$ cat src/rtl/cordic_bus_regs.sv
// CPU-facing register block for the CORDIC controller: operand/control registers, result
// capture, sticky IRQ and a run-tracking FSM that locks operands during a computation.
module cordic_bus_regs #(
    parameter int unsigned p_WIDTH      = 32,
    parameter int unsigned p_HALFWORD   = 16,
    parameter int unsigned p_ADDR_WIDTH = 5
) (
    input  logic                    clk,
    input  logic                    rst,
    input  logic                    bus_sel,
    input  logic                    bus_write,
    input  logic [p_ADDR_WIDTH-1:0] bus_addr,
    input  logic [p_WIDTH-1:0]      bus_wdata,
    output logic [p_WIDTH-1:0]      bus_rdata,
    output logic                    bus_ready,
    output logic                    bus_err,
    output logic [p_WIDTH-1:0]      ctrl_reg_in,
    output logic [p_WIDTH-1:0]      x_in,
    output logic [p_WIDTH-1:0]      y_in,
    output logic [p_WIDTH-1:0]      z_in,
    input  logic [p_WIDTH-1:0]      ctrl_reg_out,
    input  logic                    ctrl_reg_we,
    input  logic [p_WIDTH-1:0]      x_result,
    input  logic [p_WIDTH-1:0]      y_result,
    input  logic [p_WIDTH-1:0]      z_result,
    input  logic                    cordic_int,
    output logic                    irq
);

    localparam int unsigned StatusW = p_WIDTH - p_HALFWORD;

    localparam logic [p_ADDR_WIDTH-1:0] AddrCtrl = p_ADDR_WIDTH'(5'h00);
    localparam logic [p_ADDR_WIDTH-1:0] AddrX    = p_ADDR_WIDTH'(5'h04);
    localparam logic [p_ADDR_WIDTH-1:0] AddrY    = p_ADDR_WIDTH'(5'h08);
    localparam logic [p_ADDR_WIDTH-1:0] AddrZ    = p_ADDR_WIDTH'(5'h0C);
    localparam logic [p_ADDR_WIDTH-1:0] AddrIrq  = p_ADDR_WIDTH'(5'h10);

    localparam logic [p_HALFWORD-1:0] ShadowRst = p_HALFWORD'(16'h1FF0);
    localparam logic [StatusW-1:0]    StatusRst = StatusW'(1);

    typedef enum logic [1:0] {StIdle, StLaunch, StBusy} state_e;

    state_e stateQ, stateD;
    logic [p_HALFWORD-1:0] shadowQ, shadowD;
    logic [StatusW-1:0]    statusQ, statusD;
    logic [p_WIDTH-1:0]    xInQ, xInD, yInQ, yInD, zInQ, zInD;
    logic [p_WIDTH-1:0]    xResQ, xResD, yResQ, yResD, zResQ, zResD;
    logic                  pendingQ, pendingD;
    logic [p_WIDTH-1:0]    rdataQ, rdataD;
    logic                  readyQ, readyD, errQ, errD;

    logic accept, addrErr, ctrlWr;
    logic unusedBits;

    // Controller only ever returns flags in the upper half.
    assign unusedBits = ^ctrl_reg_out[p_HALFWORD-1:0];

    assign accept  = bus_sel && !readyQ;
    assign addrErr = (bus_addr[1:0] != 2'b00) || (bus_addr > AddrIrq);
    assign ctrlWr  = accept && bus_write && !addrErr && (bus_addr == AddrCtrl);

    always_comb begin
        stateD   = stateQ;
        shadowD  = shadowQ;
        statusD  = statusQ;
        xInD     = xInQ;
        yInD     = yInQ;
        zInD     = zInQ;
        xResD    = xResQ;
        yResD    = yResQ;
        zResD    = zResQ;
        pendingD = pendingQ;
        rdataD   = '0;
        errD     = 1'b0;
        readyD   = accept;

        if (accept) begin
            if (addrErr) begin
                errD = 1'b1;
            end else if (!bus_write) begin
                case (bus_addr)
                    AddrCtrl: rdataD = {statusQ, shadowQ};
                    AddrX:    rdataD = xResQ;
                    AddrY:    rdataD = yResQ;
                    AddrZ:    rdataD = zResQ;
                    AddrIrq:  rdataD = {{(p_WIDTH-1){1'b0}}, pendingQ};
                    default:  rdataD = '0;
                endcase
            end else begin
                case (bus_addr)
                    AddrCtrl: begin
                        if (stateQ == StIdle) begin
                            shadowD = bus_wdata[p_HALFWORD-1:0];
                            if (bus_wdata[0]) stateD = StLaunch;
                        end else begin
                            shadowD[1] = bus_wdata[1];
                        end
                    end
                    AddrX:   if (stateQ == StIdle) xInD = bus_wdata; else errD = 1'b1;
                    AddrY:   if (stateQ == StIdle) yInD = bus_wdata; else errD = 1'b1;
                    AddrZ:   if (stateQ == StIdle) zInD = bus_wdata; else errD = 1'b1;
                    AddrIrq: if (bus_wdata[0]) pendingD = 1'b0;
                    default: errD = 1'b1;
                endcase
            end
        end

        if (ctrl_reg_we) begin
            statusD = ctrl_reg_out[p_WIDTH-1:p_HALFWORD];
            unique case (stateQ)
                StLaunch: begin
                    shadowD[0] = 1'b0;
                    stateD     = StBusy;
                end
                StBusy: begin
                    if (ctrl_reg_out[p_HALFWORD]) begin
                        xResD  = x_result;
                        yResD  = y_result;
                        zResD  = z_result;
                        stateD = StIdle;
                        // A simultaneous CPU write owns the stop bit.
                        if (!ctrlWr) shadowD[1] = 1'b0;
                    end
                end
                default: ;
            endcase
        end

        if (cordic_int) pendingD = 1'b1;
    end

    always_ff @(posedge clk or posedge rst) begin
        if (rst) begin
            stateQ   <= StIdle;
            shadowQ  <= ShadowRst;
            statusQ  <= StatusRst;
            xInQ     <= '0;
            yInQ     <= '0;
            zInQ     <= '0;
            xResQ    <= '0;
            yResQ    <= '0;
            zResQ    <= '0;
            pendingQ <= 1'b0;
            rdataQ   <= '0;
            readyQ   <= 1'b0;
            errQ     <= 1'b0;
        end else begin
            stateQ   <= stateD;
            shadowQ  <= shadowD;
            statusQ  <= statusD;
            xInQ     <= xInD;
            yInQ     <= yInD;
            zInQ     <= zInD;
            xResQ    <= xResD;
            yResQ    <= yResD;
            zResQ    <= zResD;
            pendingQ <= pendingD;
            rdataQ   <= rdataD;
            readyQ   <= readyD;
            errQ     <= errD;
        end
    end

    assign bus_rdata   = rdataQ;
    assign bus_ready   = readyQ;
    assign bus_err     = errQ;
    assign ctrl_reg_in = {{StatusW{1'b0}}, shadowQ};
    assign x_in        = xInQ;
    assign y_in        = yInQ;
    assign z_in        = zInQ;
    assign irq         = pendingQ;

endmodule

$ cat config.mk
export PLATFORM = sky130hd
export DESIGN_NAME = cordic_bus_regs
export DESIGN_NICKNAME = d
export VERILOG_FILES = /design/src/rtl/cordic_bus_regs.sv
export SDC_FILE = /design/constraint.sdc
export NUM_CORES = 1
export LEC_CHECK = 0
export ABC_AREA = 1
export CAP_MARGIN = 20
export CORE_MARGIN = 5
export CORE_UTILIZATION = 51
export CTS_BUF_LIST = sky130_fd_sc_hd__clkbuf_16
export DETAILED_ROUTE_END_ITERATION = 8
export PLACE_DENSITY = 0.95
export SLEW_MARGIN = 10
export SYNTH_ARGS = -nofsm -noshare
export SYNTH_HDL_FRONTEND = slang
export SYNTH_SLANG_ARGS = --single-unit
$ cat constraint.sdc
create_clock -name clk -period 17.3 [get_ports clk]
set_clock_uncertainty 0.05 [all_clocks]
set_input_delay 2.595 -clock clk [delete_from_list [all_inputs] [get_ports clk]]
set_output_delay 2.595 -clock clk [all_outputs]
set_load 0.1 [all_outputs]
---- After elaboration in Yosys (flattened, before gate mapping) ----
Cells that the tools add are included.
cells by class
  multiplexer cells ....................... 34
  $add $sub $neg .......................... 0
  magnitude comparators ................... 1
  reduce and logical (&&, ||, !) cells .... 22
  bitwise logic cells ..................... 1
  shift operators ......................... 0
  equal/unequal tests ..................... 7
  $mul .................................... 0
  divide/modulo/power cells ............... 0
operators by type and width
  kind                number
  $pmux 32 s5         1
  $mux 32             3
  $mux 2              13
  $reduce_and 5->1    5
  $mux 1              15
  $eq 5x4->1 const B  2
  $reduce_bool 2->1   5
  $eq 5x3->1 const B  1
  $eq 5x5->1 const B  1
  $gt 5x5->1 const B  1
  $logic_not 5->1     1
  $logic_and 1x1->1   4
  $pmux 2 s2          1
  $reduce_and 3->1    1
  $reduce_or 3->1     1
  $eq 2x1->1 const B  1
  $eq 2x2->1 const B  1
  $logic_not 1->1     2
  $logic_not 2->1     1
  $ne 2x2->1 const B  1
  $pmux 1 s2          1
  $reduce_or 2->1     1
  $logic_or 1x1->1    1
  $not 1->1           1
word-level totals
  flip-flop bits (word level) ............. 261
  bits of input ports ..................... 171
  memories kept ........................... 0
  output and inout port bits .............. 163
  RAM bits ................................ 0
  bits in latches ......................... 0
  memory bits (read-only) ................. 0
  logic and storage cells ................. 79

---- Logic depth before layout (Yosys ltp) ----
Gate-level depths: netlist of run 1.
  depth after elaboration ................. 10
  gate-level depth with buffers ........... 10
  mapped depth without buffers ............ 8

---- Worst setup path before layout of run 1 ----
OpenSTA, ideal clock, no wires.
  path kind ............................... in2reg
  start point ............................. input port bus_addr[4]
  end point ............................... register shadowQ[2]
  arrival ................................. 3.557 ns
  library setup time ...................... 0.125 ns
  buffers on the path ..................... 3
  cell stages on the path ................. 9
  slack ................................... 13.568 ns
  cell sequence ........................... buf_6 -> nor2_4 -> inv_2 -> nor2_4 -> nand4_2 -> buf_6 -> buf_6 -> nand2_1 -> o21ai_1
on the way
  word-level cells in the longest chain between the ends .. 4
  elaborated cells between the ends (all ways) .. 5
  those cells by class .................... 1 x order compare; 1 x bitwise; 3 x reduce/logical
RTL lines
  what                            line  RTL
  from (decl)                     12    input logic [p_ADDR_WIDTH-1:0] bus_addr,
  $gt 5x5->1                      59    assign addrErr = (bus_addr[1:0] != 2'b00) || (bus_addr > AddrIrq);
  $logic_or 1x1->1                59
  $not 1->1 (no line)             n/a
  $reduce_and 5->1 (no line) (*)  n/a
  to (signal assigned)            135   shadowQ <= ShadowRst;
  to (signal assigned)            149   shadowQ <= shadowD;
  to (decl)                       44    logic [p_HALFWORD-1:0] shadowQ, shadowD;
Every way passes the cells marked *; elsewhere a longest branch is shown, timed or not.
A chain may end at the register's enable or synchronous reset.

---- Worst setup path in the final report of run 1 ----
  start point ............................. input port bus_addr[4]
  end point ............................... register yInQ[25], in the netlist y_in[25]
on the way
  word-level cells in the longest chain between the ends .. 4
  elaborated cells between the ends (all ways) .. 5
  those cells by class .................... 1 x order compare; 1 x eq/ne; 1 x bitwise; 2 x reduce/logical
RTL lines
  what                            line  RTL
  $gt 5x5->1                      59
  $logic_or 1x1->1                59
  $not 1->1 (no line)             n/a
  $reduce_and 5->1 (no line) (*)  n/a
  to (signal assigned)            152   yInQ <= yInD;
  to (decl)                       46    logic [p_WIDTH-1:0] xInQ, xInD, yInQ, yInD, zInQ, zInD;
Marked as above.

==> results of run 1 <==
[critical path, delay by kind of cell]
| kind | cells | cell delay, ps |
|---|---|---|
| AOI/OAI and AO/OA | 1 | 120 |
| and+or+nand+nor | 4 | 1690 |
| buffers and inverters | 2 | 1000 |
[area by class of cell]
type / instances / area [um2] / area share
Tap cell: 280 / 350 / 0.0235
Sequential cell: 261 / 6540 / 0.439
Clock inverter: 22 / 96.3 / 0.00647
Inverter: 109 / 425 / 0.0285
Timing Repair Buffer: 309 / 3070 / 0.206
Clock buffer: 29 / 726 / 0.0487
Multi-Input combinational cell: 652 / 3690 / 0.247
[how the worst min path moves through the flow]
stage                                        end  cells past startpoint                    from
final                        z_in[2]$_DFFE_PP0P_                      2     z_in[2]$_DFFE_PP0P_
after detailed placement     z_in[2]$_DFFE_PP0P_                      2     z_in[2]$_DFFE_PP0P_
after global placement      z_in[17]$_DFFE_PP0P_                      2    z_in[17]$_DFFE_PP0P_
after global routing         z_in[2]$_DFFE_PP0P_                      2     z_in[2]$_DFFE_PP0P_
after CTS                    z_in[2]$_DFFE_PP0P_                      2     z_in[2]$_DFFE_PP0P_
after floorplan           statusQ[0]$_DFFE_PP1P_                      2  statusQ[0]$_DFFE_PP1P_
[cells in the mapped netlist, types with 16 or more instances]
| master | count |
|---|---|
| dfrtp_1 | 251 |
| nand4_1 | 34 |
| o21ai_2 | 73 |
| o22ai_1 | 16 |
| buf_6 | 23 |
| buf_4 | 18 |
| a21oi_1 | 51 |
| nand2_1 | 186 |
| mux2_2 | 49 |
| nor2_1 | 114 |
| clkbuf_1 | 19 |
| o21ai_1 | 33 |
| o21ai_0 | 52 |
| inv_1 | 104 |
[cell usage in the layout (no fill, tap or decap), drive strengths merged]
cell           netlist  layout
clkdlybuf4s50        0     301
dfrtp              251     251
nand2              191     191
o21ai              158     158
nor2               120     120
inv                107     111
a21oi               51      51
mux2                49      49
nand4               35      35
clkbuf              19      29
clkinv               2      20
o22ai               16      16
conb                 1      16
dfstp               10      10
buf                 59       8
nand3                8       8
ha                   3       3
nor4                 1       1
nand3b               1       1
o211ai               1       1
a21boi               1       1
a21o                 1       1
[power by group through the flow]
stage	Clock (mW)	Sequential (mW)	Combinational (mW)
finish	0.543	0.616	0.0986
CTS	0.551	0.616	0.0993
floorplan	0	0.632	0.0476
detailed placement	0	0.627	0.0982
global placement	0	0.627	0.0971
global route	0.581	0.616	0.105
[registers in the layout, indices dropped and copies added, names as in the netlist]
register,count
stateQ,2
bus_ready,1
statusQ,16
zResQ,32
xResQ,32
x_in,32
irq,1
bus_err,1
bus_rdata,32
shadowQ,16
z_in,32
yResQ,32
y_in,32
[per-stage QoR]
step | hold slack [ps] | util | area [um2] | power [mW]
final | 436 | 0.687 | 14900 | 1.26
after global routing | 442 | 0.687 | 14900 | 1.30
after CTS | 432 | 0.687 | 14900 | 1.27
after detailed placement | 418 | 0.649 | 14100 | 0.725
after global placement | 413 | 0.649 | 14100 | 0.724
after floorplan | 410 | - | 11200 | 0.680
[metal layers]
metal  up-vias  wire (um)  part of all wire
met1      4365      12400              0.37
met5         -          0                 0
met4         0       1290             0.038
li1       4035          -                 -
met2       465      16200              0.48
met3        91       3680              0.11
[logic make-up after synthesis]
| family | count (synthesis) |
|---|---|
| AND/OR/NAND/NOR | 356 |
| flip-flops | 261 |
| multiplexers | 49 |
| AO/OA/AOI/OAI | 228 |
| buffers and inverters | 187 |
| other | 1 |
| adder cells (fa/ha/maj) | 3 |
==> flow_metrics.env, run 1 <==
export IMPL_async_flop_share=1.00
export IMPL_clk_latency_ps=530
export IMPL_switchingPower_mw=0.305
export IMPL_core_mm2=0.0217
export IMPL_p_clk_frac=0.432
export IMPL_synth_xor_area_frac=0
export IMPL_synth_top_family_by_area="simple AND/OR/NAND/NOR gates"
export IMPL_cts_buffers=28
export IMPL_min_period_over_period=0.297
export IMPL_holdBufCountCts=0
export IMPL_avgViaCountPerCell=5.39
export IMPL_cts_setup_buffers=0
export IMPL_synth_compound_area_share=0.130
export IMPL_ys_ff_latch=261
export IMPL_pre_cts_ws_ps=11650
export IMPL_worstSetupPathType="in2reg"
export IMPL_start_kind="primary input"
export IMPL_finalWorstSetupSlack_ps=12160
export IMPL_grt_pass1_vias=9530
export IMPL_yosysWarningCount=0
export IMPL_busiest_layer="met2"
export IMPL_grtUsageMet1=0.323
export IMPL_initial_utilization=0.513
export IMPL_cts_sinks=261
export IMPL_p_leak_nw=7.08
export IMPL_area_growth_pct=33.9
export IMPL_gr_usage_met3=0.0913
export IMPL_muxShareOfSynthArea=0.0496
export IMPL_antenna_left=0
export IMPL_worst_pin_slew_ps=1120
export IMPL_layout_drive_gt1_share=0.145
export IMPL_diodes=0
export IMPL_synth_area_leader_cell="dfrtp_1"
export IMPL_drc=0
export IMPL_crit_start="bus_addr[4]"
export IMPL_maxCapViolCount=0
export IMPL_crit_required_ps=17620
export IMPL_grt_usage=0.266
export IMPL_seq_area_frac_synth=0.588
export IMPL_critPathCapture="y_in[25]$_DFFE_PP0P_"
export IMPL_io_pin_count=334
export IMPL_syn_inst=1085
export IMPL_p_comb_frac=0.078
export IMPL_timing_reg2reg_setup_slack_ps=14530
export IMPL_synth_area_mm2=0.0111
export IMPL_r2r_cells=5
export IMPL_synth_area_leaders="dfrtp_1 56%, nand2_1 6.3%, o21ai_2 5.7%"
export IMPL_grt_ovfl_total=0
export IMPL_num_nets_final=1535
export IMPL_grt_max_degree=112
export IMPL_cts_max_path_buffers=3
export IMPL_synth_simple_area_share=0.142
export IMPL_hp_class="reg2reg"
export IMPL_crit_fanout=64
export IMPL_hold_viol=0
export IMPL_via_count=8956
export IMPL_wl_mm=33.6
export IMPL_fmax_mhz=195
export IMPL_arrival_ps=5460
export IMPL_cts_tree="built"
export IMPL_place_inst=1611
export IMPL_dr_pass1_iters=5
export IMPL_yosysTopAreaCellShare=0.564
export IMPL_pwr_share_seq=0.490
export IMPL_setup_violations_final=0
export IMPL_endpoint_kind="flip-flop"
export IMPL_dp_hpwl_mm=22.6
export IMPL_cts_clk_slew_worst_paths_ps=60
export IMPL_p_per_area_mw_per_mm2=84.4
export IMPL_final_cells=1662
export IMPL_crit_path_cell_trace="clkdlybuf4s50_1 > nor2_8 > nand3_4 > clkinv_2 > nand2_4 > nand2_1 > o21ai_1"
export IMPL_switching_share=0.242
export IMPL_finalSetupTns_ps=0
export IMPL_die_y_um=158
export IMPL_portBuffers=301
export IMPL_synth_cell_type_count=36
export IMPL_avgRoutedWirePerCell_um=20.2
export IMPL_die_area_mm2=0.0249
export IMPL_slew_viol_final=0
export IMPL_rsz0062_at_grt="no"
export IMPL_htree_levels=1
export IMPL_post_cts_resized=0
export IMPL_fin_crit_ps=5140
export IMPL_p_int_mw=0.953
export IMPL_synth_area_per_cell_um2=10.3
export IMPL_rr_endpoint="zResQ[20]$_DFFE_PP0P_"
export IMPL_die_width_um=158
export IMPL_antenna_found_initial=0
export IMPL_routabilityCongestion=0.893
export IMPL_rows=54
export IMPL_synthAdderAreaFrac=0.00337
export IMPL_critical_path_slowest_cell="clkdlybuf4s50_1"
export IMPL_synth_edf_count=0
export IMPL_cts_root_buf="clkbuf_16"
export IMPL_drt_iter0_markers=614
export IMPL_grt_first_pass_wirelength_mm=51.9
export IMPL_r2r_start="stateQ[0]$_DFF_PP0_"
export IMPL_critPathMaxStageDelay_ps=660
export IMPL_grt_use_met2=0.441
export IMPL_ir_drop_mv=0.0809
export IMPL_outcome="finished, final reports clean"
export IMPL_fillCellCount=1469
export IMPL_slew_headroom=0.251
export IMPL_synth_top_flop_cell="dfrtp_1"
No activity file was read; power rests on OpenSTA's default activity.
==> inputs of run 2 (changes only) <==
--- a/config.mk
+++ b/config.mk
@@ -8,10 +8,10 @@
 export ABC_AREA = 1
 export CAP_MARGIN = 20
 export CORE_MARGIN = 5
-export CORE_UTILIZATION = 51
+export CORE_UTILIZATION = 43
 export CTS_BUF_LIST = sky130_fd_sc_hd__clkbuf_16
 export DETAILED_ROUTE_END_ITERATION = 8
-export PLACE_DENSITY = 0.95
+export PLACE_DENSITY = 0.86
 export SLEW_MARGIN = 10
 export SYNTH_ARGS = -nofsm -noshare
 export SYNTH_HDL_FRONTEND = slang
==> constraint.sdc (replaced) <==
create_clock -name clk -period 4.5 [get_ports clk]
set_clock_uncertainty 0.05 [all_clocks]
set_input_delay 0.675 -clock clk [delete_from_list [all_inputs] [get_ports clk]]
set_output_delay 0.675 -clock clk [all_outputs]
set_load 0.1 [all_outputs]
==> flow_metrics.env, run 2 (synthesis gave the netlist of run 1 again) <==
export IMPL_grt_usage=0.222
export IMPL_layout_commonest_cell="clkdlybuf4s50_1"
export IMPL_grt_ovfl_total=0
export IMPL_place_inst=1664
export IMPL_cts_tree="built"
export IMPL_cts_root_buf="clkbuf_16"
export IMPL_arrival_ps=3410
export IMPL_core_mm2=0.0253
export IMPL_p_leak_nw=7.19
export IMPL_endpoint_kind="flip-flop"
export IMPL_rows=58
export IMPL_rsz0062_at_grt="no"
export IMPL_p_per_area_mw_per_mm2=344
export IMPL_crit_required_ps=4880
export IMPL_pre_cts_ws_ps=901
export IMPL_die_y_um=171
export IMPL_min_period_over_period=0.672
export IMPL_io_pin_count=334
export IMPL_area_growth_pct=36.7
export IMPL_layout_drive_gt1_share=0.152
export IMPL_cts_max_path_buffers=3
export IMPL_cts_buffers=29
export IMPL_worstSetupPathType="in2reg"
export IMPL_htree_levels=1
export IMPL_final_util=0.601
export IMPL_drc=0
export IMPL_maxCapViolCount=0
export IMPL_slew_headroom=0.261
export IMPL_hp_class="reg2reg"
export IMPL_fin_crit_ps=3030
export IMPL_mostFrequentLayoutCells="301 x clkdlybuf4s50_1, 251 x dfrtp_1, 186 x nand2_1, 114 x nor2_1, 107 x inv_1"
export IMPL_start_kind="primary input"
export IMPL_post_cts_resized=0
export IMPL_holdBufCountCts=0
export IMPL_routabilityCongestion=0.895
export IMPL_dp_hpwl_mm=22.9
export IMPL_fmax_mhz=331
export IMPL_cts_clk_slew_worst_paths_ps=60
export IMPL_finalWorstSetupSlack_ps=1470
export IMPL_antenna_left=0
export IMPL_num_nets_final=1539
export IMPL_timing_reg2reg_setup_slack_ps=2400
export IMPL_initial_utilization=0.439
export IMPL_r2r_start="stateQ[0]$_DFF_PP0_"
export IMPL_grt_max_degree=110
export IMPL_cts_setup_buffers=0
export IMPL_die_area_mm2=0.0292
export IMPL_die_width_um=171
export IMPL_portBuffers=301
export IMPL_wl_mm=33.2
export IMPL_grt_first_pass_wirelength_mm=51.3
export IMPL_r2r_cells=7
export IMPL_antenna_found_initial=1
export IMPL_outcome="finished, final reports clean"
export IMPL_fillCellCount=1974
export IMPL_via_count=8681
export IMPL_hold_viol=0
export IMPL_rr_endpoint="x_in[10]$_DFFE_PP0P_"
export IMPL_crit_fanout=29
export IMPL_clk_latency_ps=540
export IMPL_cts_sinks=261
export IMPL_slew_viol_final=0
export IMPL_hold_start="z_in[24]$_DFFE_PP0P_"
export IMPL_final_cells=1718
export IMPL_setup_violations_final=0
export IMPL_drt_iter0_markers=898
export IMPL_holdPathStages=2
export IMPL_ir_drop_mv=0.304
export IMPL_grt_pass1_vias=9063
export IMPL_dr_pass1_iters=5
export IMPL_avgRoutedWirePerCell_um=19.3
export IMPL_finalSetupTns_ps=0
export IMPL_avgViaCountPerCell=5.05
export IMPL_worst_pin_slew_ps=1100
export IMPL_hold_path_end="z_in[24]$_DFFE_PP0P_"
==> run 2: changes by cell type in the layout (fill, tap and decap cells not counted), sizes merged <==
| cell | before | now |
|---|---|---|
| bufinv | 0 | 6 |
| diode | 0 | 1 |
| clkinv | 20 | 13 |
| clkinvlp | 0 | 3 |
| buf | 8 | 11 |
==> run 2: where the power goes <==
| group | leakage [nW] | total (mW) | internal (mW) | switching [mW] |
|---|---|---|---|---|
| logic | 3.37 | 0.383 | 0.146 | 0.237 |
| clock network | 0.502 | 2.47 | 1.51 | 0.960 |
| registers | 3.32 | 2.37 | 2.36 | 0.00579 |
| total | 7.19 | 5.23 | 4.02 | 1.20 |
==> run 2: worst max path at each step <==
stage,depth (start not counted),start,to,slack (ps)
global placement,6,bus_addr[4],shadowQ[8]$_DFFE_PP1P_,1010
finish,6,bus_addr[4],shadowQ[9]$_DFFE_PP1P_,1470
floorplan,1,rst,bus_err$_DFF_PP0_,340
CTS,6,bus_addr[4],shadowQ[9]$_DFFE_PP1P_,1460
global route,6,bus_addr[4],shadowQ[9]$_DFFE_PP1P_,1230
detailed placement,6,bus_addr[4],shadowQ[9]$_DFFE_PP1P_,900
==> run 2: stage by stage <==
stage | cell area, um2 | total power [mW] | hold slack, ps
after floorplan | 11200 | 2.61 | 410
after global placement | 14200 | 2.79 | 414
after detailed placement | 14200 | 2.80 | 418
after CTS | 15200 | 5.29 | 432
after global routing | 15200 | 5.40 | 451
final | 15200 | 5.23 | 429
==> run 2: layout make-up <==
class,instances,area [um2],share of cell area
Sequential cell,261,6540,0.430
Multi-Input combinational cell,652,3690,0.242
Timing Repair Buffer,312,3150,0.207
Clock buffer,29,726,0.0477
Inverter,109,422,0.0277
Tap cell,330,413,0.0271
Clock inverter,24,273,0.0179
Antenna cell,1,2.50,0.000165
==> run 2: metal layers <==
layer  up-vias  wire length, um  GRT usage
met5         -               11          0
met3        57             3650     0.0816
li1       4057                -          -
met2       381            15900      0.374
met4         2              801     0.0517
met1      4184            12900      0.275
==> run 2: critical path, cell delays in order <==
cell and delay (ps):
clkdlybuf4s50_1 660, nor2_4 250, inv_2 60, nor2_4 440, nand4_2 810, o21ai_0 470
